`src/rtl/fcmplt_rr_scheduler.sv`:
```
// ---------------------------------------------------------------------------
// fcmplt        : 15-bit FloPoCo-format less-than comparator (combinational).
//                 Format exc[14:13] sign[12] exp[11:6] frac[5:0];
//                 exc 00=zero, 01=normal, 10=inf, 11=NaN.
//   clk         : present for interface compatibility; no pipeline stages.
//   X, Y        : operands.
//   XltY        : X < Y (forced 0 when unordered).
//   unordered   : either operand is NaN.
//
// fcmplt_rr_scheduler : shares one fcmplt among NREQ requesters with
//                 round-robin arbitration and a registered valid/ready
//                 response channel tagged with the requester id.
//   clk, rst          : clock, async active-high reset.
//   req_valid/ready   : per-requester handshake (ready is one-hot or zero).
//   req_x, req_y      : packed operands, requester i at [15*i +: 15].
//   rsp_valid/ready   : response handshake.
//   rsp_id            : owner of the response.
//   rsp_xlty          : registered X < Y.
//   rsp_unordered     : registered NaN flag.
//   done_cnt          : completed responses, wraps at 16 bits.
// ---------------------------------------------------------------------------
module fcmplt #(
  parameter int ID = 0
) (
  input  logic        clk,
  input  logic [14:0] X,
  input  logic [14:0] Y,
  output logic        XltY,
  output logic        unordered
);
  // Purely combinational core; these only keep the interface complete.
  logic        unused_clk;
  logic [31:0] unused_id;
  assign unused_clk = clk;
  assign unused_id  = ID;

  logic [13:0] mag_x, mag_y;
  logic        neg_x, neg_y, lt_raw;

  // Ordering key: exc above exp above frac gives zero < normal < inf.
  // Zeros collapse to magnitude 0 and drop their sign so +0 == -0.
  assign mag_x = (X[14:13] == 2'b00) ? 14'd0 : {X[14:13], X[11:0]};
  assign mag_y = (Y[14:13] == 2'b00) ? 14'd0 : {Y[14:13], Y[11:0]};
  assign neg_x = X[12] & (|mag_x);
  assign neg_y = Y[12] & (|mag_y);

  always_comb begin
    if (neg_x != neg_y) lt_raw = neg_x;
    else if (neg_x)     lt_raw = (mag_x > mag_y);
    else                lt_raw = (mag_x < mag_y);
  end

  assign unordered = (X[14:13] == 2'b11) | (Y[14:13] == 2'b11);
  assign XltY      = lt_raw & ~unordered;
endmodule

module fcmplt_rr_scheduler #(
  parameter int NREQ = 4,
  localparam int IDW = $clog2(NREQ)
) (
  input  logic               clk,
  input  logic               rst,
  input  logic [NREQ-1:0]    req_valid,
  output logic [NREQ-1:0]    req_ready,
  input  logic [NREQ*15-1:0] req_x,
  input  logic [NREQ*15-1:0] req_y,
  output logic               rsp_valid,
  input  logic               rsp_ready,
  output logic [IDW-1:0]     rsp_id,
  output logic               rsp_xlty,
  output logic               rsp_unordered,
  output logic [15:0]        done_cnt
);
  typedef enum logic [1:0] {IDLE, CMP, RSP} state_t;

  state_t          state_q, state_d;
  logic [IDW-1:0]  rr_ptr_q, rr_ptr_d;
  logic [14:0]     x_q, x_d, y_q, y_d;
  logic [IDW-1:0]  id_q, id_d;
  logic            rsp_valid_q, rsp_valid_d;
  logic [IDW-1:0]  rsp_id_q, rsp_id_d;
  logic            rsp_xlty_q, rsp_xlty_d;
  logic            rsp_unordered_q, rsp_unordered_d;
  logic [15:0]     done_cnt_q, done_cnt_d;

  logic            cmp_lt, cmp_un;
  logic            gnt_found;
  logic [IDW-1:0]  gnt_idx;

  fcmplt u_cmp (
    .clk       (clk),
    .X         (x_q),
    .Y         (y_q),
    .XltY      (cmp_lt),
    .unordered (cmp_un)
  );

  // Round-robin search starting at rr_ptr. Walking offsets from high to low
  // lets the nearest valid requester win the final overwrite.
  always_comb begin
    int idx;
    gnt_found = 1'b0;
    gnt_idx   = '0;
    idx       = 0;
    for (int k = NREQ - 1; k >= 0; k--) begin
      idx = int'(rr_ptr_q) + k;
      if (idx >= NREQ) idx = idx - NREQ;
      if (req_valid[idx]) begin
        gnt_found = 1'b1;
        gnt_idx   = idx[IDW-1:0];
      end
    end
  end

  always_comb begin
    state_d         = state_q;
    rr_ptr_d        = rr_ptr_q;
    x_d             = x_q;
    y_d             = y_q;
    id_d            = id_q;
    rsp_valid_d     = rsp_valid_q;
    rsp_id_d        = rsp_id_q;
    rsp_xlty_d      = rsp_xlty_q;
    rsp_unordered_d = rsp_unordered_q;
    done_cnt_d      = done_cnt_q;
    req_ready       = '0;
    case (state_q)
      IDLE: begin
        if (gnt_found) begin
          req_ready[gnt_idx] = 1'b1;
          x_d      = req_x[15*gnt_idx +: 15];
          y_d      = req_y[15*gnt_idx +: 15];
          id_d     = gnt_idx;
          // Explicit wrap so non-power-of-two NREQ never points past the end.
          rr_ptr_d = (gnt_idx == IDW'(NREQ - 1)) ? '0 : gnt_idx + IDW'(1);
          state_d  = CMP;
        end
      end
      CMP: begin
        rsp_xlty_d      = cmp_lt;
        rsp_unordered_d = cmp_un;
        rsp_id_d        = id_q;
        rsp_valid_d     = 1'b1;
        state_d         = RSP;
      end
      RSP: begin
        if (rsp_ready) begin
          rsp_valid_d = 1'b0;
          done_cnt_d  = done_cnt_q + 16'd1;
          state_d     = IDLE;
        end
      end
      default: state_d = IDLE;
    endcase
  end

  always_ff @(posedge clk or posedge rst) begin
    if (rst) begin
      state_q         <= IDLE;
      rr_ptr_q        <= '0;
      x_q             <= '0;
      y_q             <= '0;
      id_q            <= '0;
      rsp_valid_q     <= 1'b0;
      rsp_id_q        <= '0;
      rsp_xlty_q      <= 1'b0;
      rsp_unordered_q <= 1'b0;
      done_cnt_q      <= '0;
    end else begin
      state_q         <= state_d;
      rr_ptr_q        <= rr_ptr_d;
      x_q             <= x_d;
      y_q             <= y_d;
      id_q            <= id_d;
      rsp_valid_q     <= rsp_valid_d;
      rsp_id_q        <= rsp_id_d;
      rsp_xlty_q      <= rsp_xlty_d;
      rsp_unordered_q <= rsp_unordered_d;
      done_cnt_q      <= done_cnt_d;
    end
  end

  assign rsp_valid     = rsp_valid_q;
  assign rsp_id        = rsp_id_q;
  assign rsp_xlty      = rsp_xlty_q;
  assign rsp_unordered = rsp_unordered_q;
  assign done_cnt      = done_cnt_q;
endmodule
```
`config.mk`:
```
export PLATFORM = sky130hd
export DESIGN_NAME = fcmplt_rr_scheduler
export DESIGN_NICKNAME = d
export VERILOG_FILES = /design/src/rtl/fcmplt_rr_scheduler.sv
export SDC_FILE = /design/constraint.sdc
export NUM_CORES = 1
export LEC_CHECK = 0
export ABC_AREA = 1
export ABC_CLOCK_PERIOD_IN_PS = 2700
export CAP_MARGIN = 20
export CORE_MARGIN = 5
export CORE_UTILIZATION = 40
export CTS_BUF_LIST = sky130_fd_sc_hd__clkbuf_2
export DETAILED_ROUTE_END_ITERATION = 8
export DONT_BUFFER_PORTS = 1
export GPL_TIMING_DRIVEN = 0
export MAX_ROUTING_LAYER = met4
export PLACE_DENSITY_LB_ADDON = 0.2
export SYNTH_ARGS = -nofsm -noshare
export SYNTH_HDL_FRONTEND = slang
export SYNTH_SLANG_ARGS = --single-unit
```
`constraint.sdc`:
```
create_clock -name clk -period 2.7 [get_ports clk]
set_input_delay 0.405 -clock clk [delete_from_list [all_inputs] [get_ports clk]]
set_output_delay 0.405 -clock clk [all_outputs]
set_load 0.02 [all_outputs]
```
[Yosys cells after proc, flatten, opt, wreduce, memory -nomap -nowiden]
Cells that the tools add are included.
Cells by class
  bitwise operators: 5
  multipliers: 1
  shifts and indexed selects: 2
  $add $sub $neg: 9
  equal/unequal tests: 8
  reductions and logical operators: 11
  mux-type cells: 38
  magnitude comparators: 12
  divide/modulo/power cells: 0
Operators by type and width (number)
  32-bit by 4-bit < comparator with 1-bit output, second input constant: 4
  32-bit 2-to-1 mux: 4
  60-bit by 7-bit indexed part select with 15-bit output: 2
  14-bit 2-to-1 mux: 2
  14-bit OR reduction: 2
  16-bit by 1-bit adder with 16-bit output, second input constant: 1
  1-bit 2-to-1 mux: 16
  14-bit > comparator: 1
  14-bit < comparator: 1
  2-bit 2-to-1 mux: 7
  3-bit by 3-bit subtractor with 4-bit output, second input constant: 3
  3-bit >= comparator, second input constant: 3
  1-bit binary-select mux with 2-bit select: 4
  2-bit == test, second input constant: 4
  4-bit 2-to-1 mux: 2
  2-bit AND reduction: 4
  2-bit by 2-bit adder with 3-bit output, second input constant: 2
  2-bit zero test: 3
  4-bit by 2-bit multiplier with 6-bit output, first input constant: 1
  2-bit one-hot mux with 3 select lines: 1
  2-bit inequality test, second input constant: 2
  2-bit by 3-bit subtractor with 4-bit output, second input constant: 1
  2-bit by 1-bit adder with 3-bit output, second input constant: 1
  1-bit bitwise AND: 3
  other kinds (12): 12
Word-level totals
  RAM bits: 0
  memories kept: 0
  register bits: 57
  word-level logic and storage cells: 96
  input bits: 127
  output and inout bits: 25
  memory bits (read-only): 0
  bits in latches: 0

[Logic depth before layout (Yosys ltp)]
Gate-level depths: netlist of run 1.
  depth in word-level cells: 16
  gate-level depth with buffers: 16
  mapped depth without buffers: 14

[Cells and area by module]
A second synthesis of run 1 with hierarchy kept.
Unflattened totals
  cell total of the unflattened synthesis: 754
  area total of the unflattened synthesis: 4603.2 um^2
Modules (own cells, without submodules)
  fcmplt_rr_scheduler: seq. area each 1426.4 um^2, times used 1, cells each 644, area an instance 4047.6 um^2
  fcmplt: seq. area each 0.0 um^2, times used 1, cells each 110, area an instance 555.5 um^2

[Worst setup path after synthesis of run 1]
Ideal clock, no wire load.
  path kind: reg-to-output
  from: register rr_ptr_q[0]
  to: output req_ready[2]
  arrival time: 1873 ps
  cell stages (with the launch flop): 14
  slack: 422 ps
  path buffers: 3
  data required time: 2295 ps
  cells stage by stage: dfrtp_1 -> buf_6 -> xnor2_1 -> nand2_1 -> nand3_2 -> nand2_1 -> nand2_2 -> nand2_2 -> buf_6 -> buf_6 -> inv_2 -> ha_1 -> inv_1 -> nor2_1
Between the ends
  cells in the longest elaborated chain, start to end: 16
  elaborated cells on any way between the ends: 42
  classes of those cells: 7 x add/sub; 6 x order compare; 28 x mux; 1 x reduce/logical
RTL lines
  start, declared: RTL line 77  | logic [IDW-1:0] rr_ptr_q, rr_ptr_d;
  start signal, assigned: RTL line 171  | rr_ptr_q <= rr_ptr_d;
  2-bit by 2-bit adder with 3-bit output: RTL line 106  | idx = int'(rr_ptr_q) + k;
  3-bit by 3-bit subtractor with 4-bit output / 3-bit >= comparator (equally long branches): RTL line 107  | if (idx >= NREQ) idx = idx - NREQ;
  32-bit 2-to-1 mux: RTL line 107
  1-bit binary-select mux with 2-bit select: RTL line 108  | if (req_valid[idx]) begin
  1-bit 2-to-1 mux (not written as such) (2 in series): RTL line 108
  2-bit 2-to-1 mux (4 in series): RTL line 108
  2-bit by 3-bit < comparator with 1-bit output (not written as such) / 2-bit by 1-bit >= comparator with 1-bit output (equally long branches): RTL line 130  | req_ready[gnt_idx] = 1'b1;
  1-bit logical AND (not written as such): RTL line 130
  1-bit 2-to-1 mux (not written as such): RTL line 130
  1-bit demux with 2-bit select: RTL line 130
  4-bit 2-to-1 mux *: RTL line 129  | if (gnt_found) begin
  4-bit 2-to-1 mux *: RTL line 127  | case (state_q)
  end, declared: RTL line 64  | output logic [NREQ-1:0] req_ready,
Mark *: on every way between the ends. The rest lies on a longest branch, timed or not. The select of a mux whose other input is x is not followed.

[Worst setup path after layout of run 1]
  from: register rr_ptr_q[0]
  to: output req_ready[0]
The elaborated chain is that of the path after synthesis.

==> results of run 1 <==
[layout make-up]
| cell class | instances | area (um^2) |
|---|---|---|
| antenna | 1 | 2.50 |
| buffer | 31 | 233 |
| clock buffer | 10 | 50.0 |
| clock inverter | 6 | 58.8 |
| fill | 1155 | 5800 |
| inverter | 150 | 578 |
| multi-input combinational | 458 | 2400 |
| sequential | 57 | 1430 |
| tap | 140 | 175 |
| timing repair buffer | 23 | 206 |
[repair_timing]
action | 4_1_cts | 5_1_grt
buffers inserted | 13 | 6
hold endpoints to repair | 29 | 0
resized for setup | 44 | 6
pin swaps | 15 | 7
setup endpoints to repair | 4 | 4
cloned | 1 | 0
hold buffers | 2 | 0
[per-stage QoR]
stage,cells,hold slack [ns],instance area [um^2]
after global routing,876,0.0231,5130
after detailed placement,840,0.411,4680
final,876,0.0708,5130
after floorplan,699,0.449,4490
after CTS,870,0.0126,5070
after global placement,839,0.468,4660
[logic make-up after synthesis]
logic type,Yosys count,synth area share [%]
compound gates,30,4.04
xor+xnor,15,2.93
fa+ha+maj,19,5.30
buf+inv,184,17.8
flops,57,31.8
mux,2,0.502
simple gates,392,37.7
[report_power, final]
part | leakage [nW] | internal (mW) | switching, mW | total (mW)
Clock | 0.0654 | 0.211 | 0.329 | 0.539
Sequential | 0.703 | 1.22 | 0.361 | 1.58
Combinational | 2.21 | 2.31 | 3.46 | 5.77
[flip-flops by register name (all words and copies together), names as in the netlist]
signal / count
done_cnt: 16
x_q: 15
y_q: 15
id_q: 2
rr_ptr_q: 2
rsp_id: 2
state_q: 2
rsp_unordered: 1
rsp_valid: 1
rsp_xlty: 1
[cell usage after synthesis]
library cell | count | share of area [%]
nand4_1 | 6 | 0.84
dfrtp_1 | 57 | 32
inv_1 | 148 | 12
nand3_2 | 2 | 0.45
o211ai_1 | 7 | 1.2
xor2_1 | 8 | 1.6
o21ai_1 | 2 | 0.22
nor2_1 | 30 | 2.5
nor2_2 | 3 | 0.42
nand2_2 | 3 | 0.42
nand3b_1 | 2 | 0.33
o21a_1 | 2 | 0.33
buf_6 | 9 | 2.3
xnor2_1 | 7 | 1.4
mux2_2 | 2 | 0.50
a221oi_1 | 1 | 0.20
nand2_1 | 217 | 18
ha_1 | 19 | 5.3
o22ai_1 | 1 | 0.14
or2_1 | 7 | 0.98
inv_2 | 2 | 0.17
nor3_1 | 2 | 0.22
clkbuf_1 | 7 | 0.59
buf_1 | 1 | 0.084
buf_4 | 7 | 1.2
a21oi_1 | 10 | 1.1
o21ai_0 | 6 | 0.67
buf_2 | 10 | 1.1
o21ai_2 | 1 | 0.20
nand3_1 | 120 | 13
[placed cells by master (no fill, tap or decap), types with 9 or more instances in the layout]
cell,netlist,layout
buf_2,10,9
dfrtp_1,57,55
nor2_1,30,25
clkbuf_2,0,10
nand3_1,120,120
a21oi_1,10,10
nand2_1,217,211
buf_4,7,24
inv_1,148,142
ha_1,19,16
[path summary, 6_finish.rpt]
path                                          from                       to  slack, ns
max reg2reg                rr_ptr_q[0]$_DFFE_PP0P_       y_q[9]$_DFFE_PP0P_       0.29
min reg2reg                     y_q[7]$_DFFE_PP0P_       y_q[7]$_DFFE_PP0P_       0.51
min in group asynchronous                      rst       y_q[4]$_DFFE_PP0P_       0.43
max                        rr_ptr_q[0]$_DFFE_PP0P_             req_ready[0]       0.02
min                                       req_x[0]       x_q[0]$_DFFE_PP0P_       0.07
max in group asynchronous                      rst  rr_ptr_q[1]$_DFFE_PP0P_       1.70
[per-layer routing]
layer / up-vias / part of all wire [%] / GRT usage, %
met3: 24 / 5.5 / 2.25
met2: 158 / 49 / 31.7
met5: - / 0 / -
met4: 0 / 2.2 / 7.42
li1: 2192 / - / -
met1: 2006 / 44 / 24.1
==> metrics, run 1 <==
Iteration-0 DRC Markers=295; Longest Clk Path Bufs=2; post-synthesis net count=845; final setup fails=0; CTS root buf=clkbuf_2; clk sinks=57; Clock Latency Late Sink=0.50 ns; register area share after synthesis=31.8%; Top cell by count, worst path=nand2_2; Critical Path Source Type=flip-flop; Hold Fails Final Rpt=0; critical-path maximum fanout=7; setup TNS=0 ns; Syn Std Cell Area=4490 um^2; num ports=152; power per cell area=1540 nW/um^2; worst vdd ir=0.779 mV; vias=4380; pre-CTS worst setup slack=0.0990 ns; final core utilization=46.9%; Mean Syn Cell Area=6.42 um^2; Avg WL per Cell=14.1 um; largest net degree at the start of global routing=30; first-pass GRT wire length=20.1 mm; TritonCTS Buffers=9; FF+latch count, synth=57; Routed Antenna Nets=0; max incr delay on CP=0.51 ns; nets=876; row count=38; Final WS setup=0.0178 ns; RSZ-0062 raised after global routing=yes; Final Power=7.89 mW; CTS tree=done; Mapped Cells=699; Layout area overhead=14.4%; H-tree depth=3; grt total ovfl=0; Crit path max-delay family=simple AND/OR/NAND/NOR gates; clock skew=0.0295 ns; crit-path cells=buf_8 -> xnor2_4 -> nand2_2 -> nand3_2 -> nand2_2 -> nand2_2 -> nand2_4 -> buf_8 -> inv_8 -> ha_4 -> inv_2 -> nor2_4; Yosys warning count=0; crit path kind=flip-flop to primary output; initial antenna violation count=1; final period utilization=99.3%; vias per cell=5.00; Worst-Margin Slew=0.621 ns; die width=116 um; die area=13400 um^2; Die Y=116 um; layout cell share with drive strength beyond 1=13.3%; Pins Over Slew Limit=0; final wirelength=12.4 mm; initial core utilization=41.0%; Max-Cap Viols=0; detailed placement HPWL=9.68 mm; RePlAce Congestion=0.920; outcome=finished, final reports clean; Hold Path Depth=2; CP Data Required Time=2.30 ns; PortBufs=0; Slowest-stage cell, CP=dfrtp_2; # DRC=0; Rel. slew slack=58.6%; CP Capture Type=primary output; Worst EP arrival=2.28 ns; Tot GR Track Use=19.2%; Critical path buffers and inverters=4; Max Freq=373 MHz; P_leak=2.98 nW; R2R depth=18; min-delay worst type=input port to flip-flop; WP depth=12; Cell variety after synth=30; Period minus WS final=2.68 ns; clock slew at reported path FFs=0.18 ns; Detailed Routing Iterations Pass 1=6; Core ar.=10900 um^2; vias in the first global route=4499
No activity file was read; power rests on OpenSTA's default activity.
==> inputs of run 2 (changes only) <==
CORE_MARGIN = 2   (was 5)
==> run 2 against run 1 <==
Against the previous run:
- clock-buffer cell count stayed put
- flip-flop and latch count stayed put
- via count is 0.18% lower
- hold slack worse by 0.024 ns
- register-to-register slack worse by 0.12 ns
- maximum frequency hardly changed
- final area is 1.5% higher
- global-route usage is 1.6 points higher
- clock power is 18% higher
- largest cell class unchanged
- combinational power is 0.9% higher
- critical path depth stayed put
==> metrics, run 2 (synthesis results as in run 1) <==
CTS root buf=clkbuf_2; Period minus WS final=2.68 ns (+0.00123 ns); Clk pwr share=7.9% (+1.1 points); nets=874 (-0.23%); num ports=152 (unchanged); min-delay worst type=input port to flip-flop; max incr delay on CP=0.51 ns (about the same); final setup fails=0 (unchanged); largest net degree at the start of global routing=34 (+13%); TritonCTS Buffers=9 (unchanged); initial core utilization=41.2% (+0.18 points); crit-path cells=buf_8 -> xnor2_4 -> nand2_2 -> nand3_2 -> nand2_2 -> nand2_2 -> nand2_4 -> buf_8 -> inv_8 -> ha_4 -> inv_2 -> nor2_4; # DRC=0 (unchanged); vias per cell=5.00 (about the same); Sw Pwr=4.21 mW (+1.4%); Max-Cap Viols=0 (unchanged); CP Data Required Time=2.30 ns (about the same); Comb power frac=72.3% (-0.8 points); grt total ovfl=0 (unchanged); P_int=3.84 mW (+2.7%); initial antenna violation count=1 (unchanged); final period utilization=99.4% (about the same); layout cell share with drive strength beyond 1=14.7% (+1.4 points); CP Capture Type=primary output; Hold Fails Final Rpt=0 (unchanged); die area=12100 um^2 (-10%); Worst-Margin Slew=0.528 ns (-0.0923 ns); Tot GR Track Use=20.9% (+1.6 points); Avg WL per Cell=13.6 um (-3.9%); Rel. slew slack=64.7% (+6.2 points); outcome=finished, final reports clean; pre-CTS worst setup slack=0.114 ns (+0.0154 ns); RePlAce Congestion=0.881 (-4.2%); clk sinks=57 (unchanged); Top cell by count, worst path=nand2_2; PortBufs=0 (unchanged); die width=110 um (-5.2%); FF-to-FF End=x_q[3]$_DFFE_PP0P_; vias in the first global route=4222 (-6.2%); critical-path maximum fanout=7 (unchanged); Clock Latency Late Sink=0.51 ns (about the same); reg-to-reg slack, setup=0.17 ns (-0.12 ns); leading cell type in the layout, fill and taps excluded=nand2_1; max FFs per register=16 (unchanged); Die Y=110 um (-5.2%); power per cell area=1540 nW/um^2 (+0.49%); clock slew at reported path FFs=0.18 ns (about the same); clock skew=0.0307 ns (+0.00120 ns); Layout area overhead=16.1%; Final WS setup=0.0166 ns (-0.00123 ns); Worst EP arrival=2.28 ns (about the same); sw frac=52.3% (-0.33 points); Critical Path Source Type=flip-flop; first-pass GRT wire length=18.9 mm (-5.8%); H-tree depth=3 (unchanged); Routed Antenna Nets=0 (unchanged); Slowest-stage cell, CP=dfrtp_2; final hold slack=0.0471 ns (-0.0237 ns); Max Freq=373 MHz (about the same); crit path kind=flip-flop to primary output; Reg power frac=19.8% (-0.3 points); Iteration-0 DRC Markers=249 (-16%); RSZ-0062 raised after global routing=yes; P_leak=3.02 nW (+1.2%); detailed placement HPWL=9.32 mm (-3.7%); Core ar.=10900 um^2 (-0.44%); Hold Path End=x_q[14]$_DFFE_PP0P_; final wirelength=11.8 mm (-4.1%); vias=4372 (-0.18%); Pins Over Slew Limit=0 (unchanged); RR Startpoint=rr_ptr_q[0]$_DFFE_PP0P_; row count=38 (unchanged); Hold Path Depth=2 (unchanged); setup TNS=0 ns (unchanged); R2R depth=19 (+1); Detailed Routing Iterations Pass 1=4 (-2); Longest Clk Path Bufs=2 (unchanged); most frequent cells in the layout=207 x nand2_1, 142 x inv_1, 113 x nand3_1; worst vdd ir=0.778 mV (-0.11%); Worst Hold Launch=req_x[14]; CTS tree=done
-- run 2: worst max-delay path by stage --
stage                   endpoint  depth (start not counted)                    start  slack, ns
finish              req_ready[0]                         12  rr_ptr_q[0]$_DFFE_PP0P_       0.02
global route        req_ready[0]                         12  rr_ptr_q[0]$_DFFE_PP0P_       -0.1
CTS                 req_ready[0]                         15  rr_ptr_q[0]$_DFFE_PP0P_      -0.05
detailed placement  req_ready[0]                         12  rr_ptr_q[0]$_DFFE_PP0P_       0.11
global placement    req_ready[0]                         12  rr_ptr_q[0]$_DFFE_PP0P_       0.15
floorplan           req_ready[2]                         13  rr_ptr_q[0]$_DFFE_PP0P_       0.42
-- run 2: metrics by stage --
stage	cells	utilization [%]	power, mW	instance area (um^2)
final	874	47.9	8.05	5210
after floorplan	699	-	5.37	4490
after detailed placement	840	43.0	6.53	4680
after CTS	871	47.0	7.80	5110
after global placement	839	42.8	6.43	4660
after global routing	874	47.9	8.86	5210
-- run 2: layout make-up --
class / count / area [um^2]
Fill cell: 1112 / 5680
Multi-Input combinational cell: 458 / 2460
Sequential cell: 57 / 1430
Inverter: 150 / 583
Buffer: 30 / 234
Timing Repair Buffer: 22 / 194
Tap cell: 140 / 175
Clock inverter: 6 / 82.6
Clock buffer: 10 / 50.0
Antenna cell: 1 / 2.50
-- run 2: power groups by stage --
stage                     combinational [mW]  sequential [mW]  clock, mW
after floorplan                         3.86             1.50          0
after global placement                  4.84             1.58          0
after detailed placement                4.94             1.60          0
after CTS                               5.56             1.59      0.650
after global routing                    6.52             1.65      0.695
final                                   5.82             1.59      0.634
-- run 2: critical path: cells and delay by family, from the launching register on --
family	cells	cell delay [ns]
flops	1	0.51
buf+inv	4	0.41
simple gates	6	0.57
xor+xnor	1	0.16
fa+ha+maj	1	0.11
-- run 2: repair_timing --
item,in CTS,in global routing
endpoints found under the hold margin,25,0
pin swaps,17,15
resized for setup,49,22
setup endpoints to repair,4,27
hold buffers,2,0
buffers inserted,14,5
gates cloned,1,0
-- run 2: routing by layer --
metal / wire (um) / GRT usage, % / up-vias
met3: 666 / 2.79 / 13
met2: 5800 / 36.2 / 165
met4: 168 / 6.42 / 0
li1: - / - / 2186
met1: 5210 / 25.0 / 2008
met5: 0 / - / -
